===== src/rtl/cpu_pkg.sv =====
// Shared CPU definitions: PCSrc encodings, exception vectors
// and the sequential PC increment helper.
package cpu_pkg;

    localparam logic [2:0] PCSRC_SEQ = 3'b000;
    localparam logic [2:0] PCSRC_BR  = 3'b001;
    localparam logic [2:0] PCSRC_J   = 3'b010;
    localparam logic [2:0] PCSRC_JR  = 3'b011;
    localparam logic [2:0] PCSRC_IRQ = 3'b100;
    localparam logic [2:0] PCSRC_EXC = 3'b101;

    localparam logic [31:0] RESET_VEC_DEF = 32'h8000_0000;
    localparam logic [31:0] IRQ_VEC_DEF   = 32'h8000_0004;
    localparam logic [31:0] EXC_VEC_DEF   = 32'h8000_0008;

    localparam logic [31:0] NOP_INSTR = 32'h0;

    // Bit 31 is the kernel flag; increment never carries into it.
    function automatic logic [31:0] pc_inc(input logic [31:0] pc);
        return {pc[31], pc[30:0] + 31'd4};
    endfunction

endpackage


===== src/rtl/pc_next_mux.sv =====
// Combinational next-PC priority selector for the fetch stage.
// Also reports whether an ID-stage redirect was accepted.
module pc_next_mux
    import cpu_pkg::*;
#(
    parameter logic [31:0] IRQ_VEC = IRQ_VEC_DEF,
    parameter logic [31:0] EXC_VEC = EXC_VEC_DEF
) (
    input  logic [31:0] pc,
    input  logic [3:0]  pc_region,
    input  logic        ifid_valid,
    input  logic [2:0]  pc_src,
    input  logic [25:0] jt,
    input  logic [31:0] jr_target,
    input  logic        branch_taken,
    input  logic [31:0] branch_target,
    input  logic        stall,
    output logic [31:0] pc_next,
    output logic        id_redirect
);

    always_comb begin
        pc_next     = pc_inc(pc);
        id_redirect = 1'b0;
        if (branch_taken) begin
            pc_next = branch_target;
        end else if (stall) begin
            pc_next = pc;
        end else if (ifid_valid) begin
            case (pc_src)
                PCSRC_J: begin
                    pc_next     = {pc_region, jt, 2'b00};
                    id_redirect = 1'b1;
                end
                PCSRC_JR: begin
                    pc_next     = jr_target;
                    id_redirect = 1'b1;
                end
                PCSRC_IRQ: begin
                    pc_next     = IRQ_VEC;
                    id_redirect = 1'b1;
                end
                PCSRC_EXC: begin
                    pc_next     = EXC_VEC;
                    id_redirect = 1'b1;
                end
                default: ;
            endcase
        end
    end

endmodule


===== src/rtl/pc_fetch_stage.sv =====
// Instruction-fetch stage: PC register, imem address and the
// IF/ID pipeline register with branch/redirect flushing.
module pc_fetch_stage
    import cpu_pkg::*;
#(
    parameter logic [31:0] RESET_VEC = RESET_VEC_DEF,
    parameter logic [31:0] IRQ_VEC   = IRQ_VEC_DEF,
    parameter logic [31:0] EXC_VEC   = EXC_VEC_DEF
) (
    input  logic        clk,
    input  logic        reset,
    input  logic [2:0]  pc_src,
    input  logic [25:0] jt,
    input  logic [31:0] jr_target,
    input  logic        branch_taken,
    input  logic [31:0] branch_target,
    input  logic        stall,
    output logic [31:0] imem_addr,
    input  logic [31:0] imem_data,
    output logic [31:0] ifid_instr,
    output logic [31:0] ifid_pc_plus4,
    output logic        ifid_valid,
    output logic        flush_idex,
    output logic        kernel_mode
);

    logic [31:0] pc;
    logic [31:0] pc_next;
    logic        id_redirect;

    pc_next_mux #(
        .IRQ_VEC(IRQ_VEC),
        .EXC_VEC(EXC_VEC)
    ) u_mux (
        .pc           (pc),
        .pc_region    (ifid_pc_plus4[31:28]),
        .ifid_valid   (ifid_valid),
        .pc_src       (pc_src),
        .jt           (jt),
        .jr_target    (jr_target),
        .branch_taken (branch_taken),
        .branch_target(branch_target),
        .stall        (stall),
        .pc_next      (pc_next),
        .id_redirect  (id_redirect)
    );

    always_ff @(posedge clk) begin
        if (reset) begin
            pc            <= RESET_VEC;
            ifid_instr    <= NOP_INSTR;
            ifid_pc_plus4 <= 32'h0;
            ifid_valid    <= 1'b0;
        end else begin
            pc <= pc_next;
            if (branch_taken) begin
                ifid_instr    <= NOP_INSTR;
                ifid_pc_plus4 <= branch_target + 32'd4;
                ifid_valid    <= 1'b0;
            end else if (stall) begin
                ifid_instr    <= ifid_instr;
                ifid_pc_plus4 <= ifid_pc_plus4;
                ifid_valid    <= ifid_valid;
            end else if (id_redirect) begin
                // Squash the wrong-path word fetched behind the redirect.
                ifid_instr <= NOP_INSTR;
                ifid_valid <= 1'b0;
            end else begin
                ifid_instr    <= imem_data;
                ifid_pc_plus4 <= pc_inc(pc);
                ifid_valid    <= 1'b1;
            end
        end
    end

    assign imem_addr   = pc;
    assign flush_idex  = branch_taken;
    assign kernel_mode = ifid_pc_plus4[31];

endmodule


===== config.mk =====
export PLATFORM = sky130hd
export DESIGN_NAME = pc_fetch_stage
export DESIGN_NICKNAME = d
export VERILOG_FILES = /design/src/rtl/cpu_pkg.sv /design/src/rtl/pc_next_mux.sv /design/src/rtl/pc_fetch_stage.sv
export SDC_FILE = /design/constraint.sdc
export NUM_CORES = 1
export LEC_CHECK = 0
export BUFFER_PORTS_ARGS = -buffer_cell sky130_fd_sc_hd__buf_2
export CAP_MARGIN = 10
export CORE_ASPECT_RATIO = 0.5
export CORE_MARGIN = 2
export CORE_UTILIZATION = 39
export DETAILED_ROUTE_END_ITERATION = 8
export GPL_ROUTABILITY_DRIVEN = 0
export PLACE_DENSITY_LB_ADDON = 0.25
export SYNTH_ARGS = -nofsm -noshare
export SYNTH_HDL_FRONTEND = slang
export SYNTH_SLANG_ARGS = --single-unit

===== constraint.sdc =====
create_clock -name clk -period 5.75 [get_ports clk]
set_clock_uncertainty 0.05 [all_clocks]
set_input_delay 0.2875 -clock clk [delete_from_list [all_inputs] [get_ports clk]]
set_output_delay 0.2875 -clock clk [all_outputs]
set_load 0.05 [all_outputs]

==> reports/metrics.yaml <==
slew_viol_final: 0
cp_data_arrival_time_ns: 2.92
setup_ws_ns: 3.05
ant_nets: 0
layout_common_cells: "buf_2 (227), dfxtp_1 (97), nor2_1 (79)"
final_layout_size_suffix_gt1_share_pct: 30.1
slew_headroom_pct: 27.0
wl_um: 19800
combPwrFrac_pct: 25.2
synth-edff-count: 0
r2r-end: "ifid_pc_plus4[22]"
core_region_area_mm2: 0.0136
yosys_register_bits: 97
fin_setup_tns_ns: 0
place_area_mm2: 0.00670
ys_seq_area_share_pct: 35.5
syn_to_final_growth_pct: 28.5
hp-class: "in -> reg"
finalCritPeriodShare_pct: 46.9
hold_end: "ifid_instr[27]"
outcome: "finished clean"
synth_top_area_share_pct: 35.5
num_vias: 6227
antenna_found_initial: 0
clock_path_buffers: 2
finalCriticalPeriod_ns: 2.70
yosysWarnings: 0
crit_fanout: 7
critPathSlowestCell: "nor4_1"
hold_buffers: 0
final_cell_area_mm2: 0.00702
syn_area_mm2: 0.00546
synth_area_leaders: "dfxtp_1 (36%), nor2_1 (5.6%), xnor2_1 (5.0%)"
dr.pass1.iters: 5
synth_area_per_cell_um2: 7.96
r2r_setup_slack_ns: 3.05
yosys.area.top_type: "dfxtp_1"
fp-row-count: 30
rsz0062_at_grt: "no"
cts_buffers: 9
path_clk_slew_ns: 0.07
dpl.hpwl_um: 14200
power.internal_mw: 1.15
vias_per_cell: 5.78
portBuffers: 227
dp_slack_ns: 2.83
fmax_mhz: 371
finalSetupViolCount: 0
clock_latency_ns: 0.35
final_common_cell: "buf_2"
leakage_nw: 3.05
slowest_delay_ns: 0.76
syn_inst: 686
critPathCaptureType: "flop"
n_antenna_cell: 0
holdPathStages: 3
crit_required_ns: 5.97
die_width_um: 171
seq_power_share_pct: 41.8
clkPwrFrac_pct: 33.0
die_area_mm2: 0.0150
r2r_cells: 7
cts_sinks: 97
initial_utilization_pct: 40.1
die_h_um: 87.7
track_usage_pct: 26.1
critical_path.top_delay_family: "simple AND/OR/NAND/NOR gates"
synth_nets: 817
async_flop_share_pct: 0
drv_cap: 0
htreeDepth: 3
dr.first_iter.drc_count: 565
cts_setup_buffers: 0
critPathLaunchType: "flop"
io_pins: 228
ir_drop_mv: 0.140
gr-total-overflow: 0
hold_viol: 0
critPathKind: "reg -> reg"
cp_cell_sequence: "ha_1 > nand3_1 > nor4_1 > nand4_1 > xnor2_1 > mux2_2 > a211oi_2"
wl_per_cell_um: 18.4
synth_top_flop_cell: "dfxtp_1"
tightest_slew_ns: 1.09
power.switching_mw: 0.649
post_cts_resized: 0
final_nets: 1011
cts_tree: "done"
cts-root-buf: "clkbuf_16"
route.detailed.drc: 0
path_buf_inv: 0
grt_max_degree: 84
whs_ns: 0.117
power.density_mw_per_mm2: 257
r2r-start: "imem_addr[2]"
switching_share_pct: 36.0
grt_pass1_vias: 5771
min_from: "imem_data[27]"
grt_pass1_wl_um: 30800
synthDistinctLibCells: 56
==> synthesized netlist by cell type (all sizes together) (2+ instances only) <==
library cell and n:
dfxtp 97, nor2 83, a21oi 55, nand2 49, clkbuf 45, a22oi 36
xnor2 31, a221oi 29, nand3 23, xor2 22, nor3 20, o21ai 18
nand4 17, a211oi 15, inv 15, and3 11, a31oi 10, buf 10
nor4 10, a2111oi 8, and2 6, and4 6, o211ai 6, o21a 6
o22ai 6, a221o 5, mux2i 5, or3 5, a211o 4, nand2b 4
o221ai 4, nor2b 3, a22o 2, a32o 2, ha 2, o211a 2
o2bb2ai 2, or4 2
==> area by class of cell <==
class / count / area, um2
Tap cell: 192 / 240
Clock buffer: 9 / 225
Clock inverter: 7 / 63.8
Multi-Input combinational cell: 518 / 3250
Fill cell: 1350 / 6610
Timing Repair Buffer: 238 / 1240
Sequential cell: 97 / 1940
Inverter: 16 / 60.1
==> per-layer routing <==
layer | track usage [%] | wire, um | part of all wire, %
met5 | 0 | 0 | 0
met4 | 7.24 | 324 | 1.6
met3 | 6.33 | 1820 | 9.2
met2 | 43.6 | 9020 | 46
met1 | 33.9 | 8640 | 44
==> flip-flops by register name (all words and copies together), names as in the netlist <==
name / cells
ifid_pc_plus4: 32
imem_addr: 32
ifid_valid: 1
ifid_instr: 32
==> kinds of logic after synthesis <==
group | share of synthesized area (%)
AOI/OAI and AO/OA | 27.9
DFF | 35.5
and+or+nand+nor | 21.3
buffers and inverters | 5.18
muxes | 1.12
xor gates and xnor gates | 8.50
adders and majority gates | 0.458
==> worst max-delay path by stage <==
stage | from | end | slack, ns | depth (start not counted)
detailed placement | stall | ifid_pc_plus4[20] | 2.83 | 8
global route | imem_addr[2] | imem_addr[22] | 2.89 | 6
finish | imem_addr[2] | ifid_pc_plus4[22] | 3.05 | 7
global placement | stall | ifid_pc_plus4[20] | 2.90 | 8
floorplan | imem_addr[2] | ifid_pc_plus4[22] | 3.16 | 7
CTS | ifid_valid | ifid_pc_plus4[20] | 3.12 | 6
==> per-stage QoR <==
stage               util (%)  total power [mW]  std cells
finish                  51.5              1.80       1077
global route            51.5              1.87       1077
CTS                     51.3              1.81       1076
detailed placement      49.2              1.22       1060
global placement        49.2              1.21       1060
floorplan                  -              1.06        686
==> worst reg2reg max path, stage by stage (launching register included) <==
cell      delay (ns)
dfxtp_1         0.43
ha_1            0.28
nand3_1         0.25
nor4_1          0.76
nand4_1         0.20
xnor2_1         0.18
mux2_2          0.28
a211oi_2        0.20
==> power by group through the flow <==
stage,clock network [mW],registers (mW),logic [mW]
floorplan,0,0.900,0.164
global placement,0,0.767,0.444
detailed placement,0,0.767,0.448
CTS,0.604,0.752,0.449
global route,0.628,0.759,0.484
finish,0.595,0.753,0.454
Note: power is estimated with default switching activity, not from simulation.
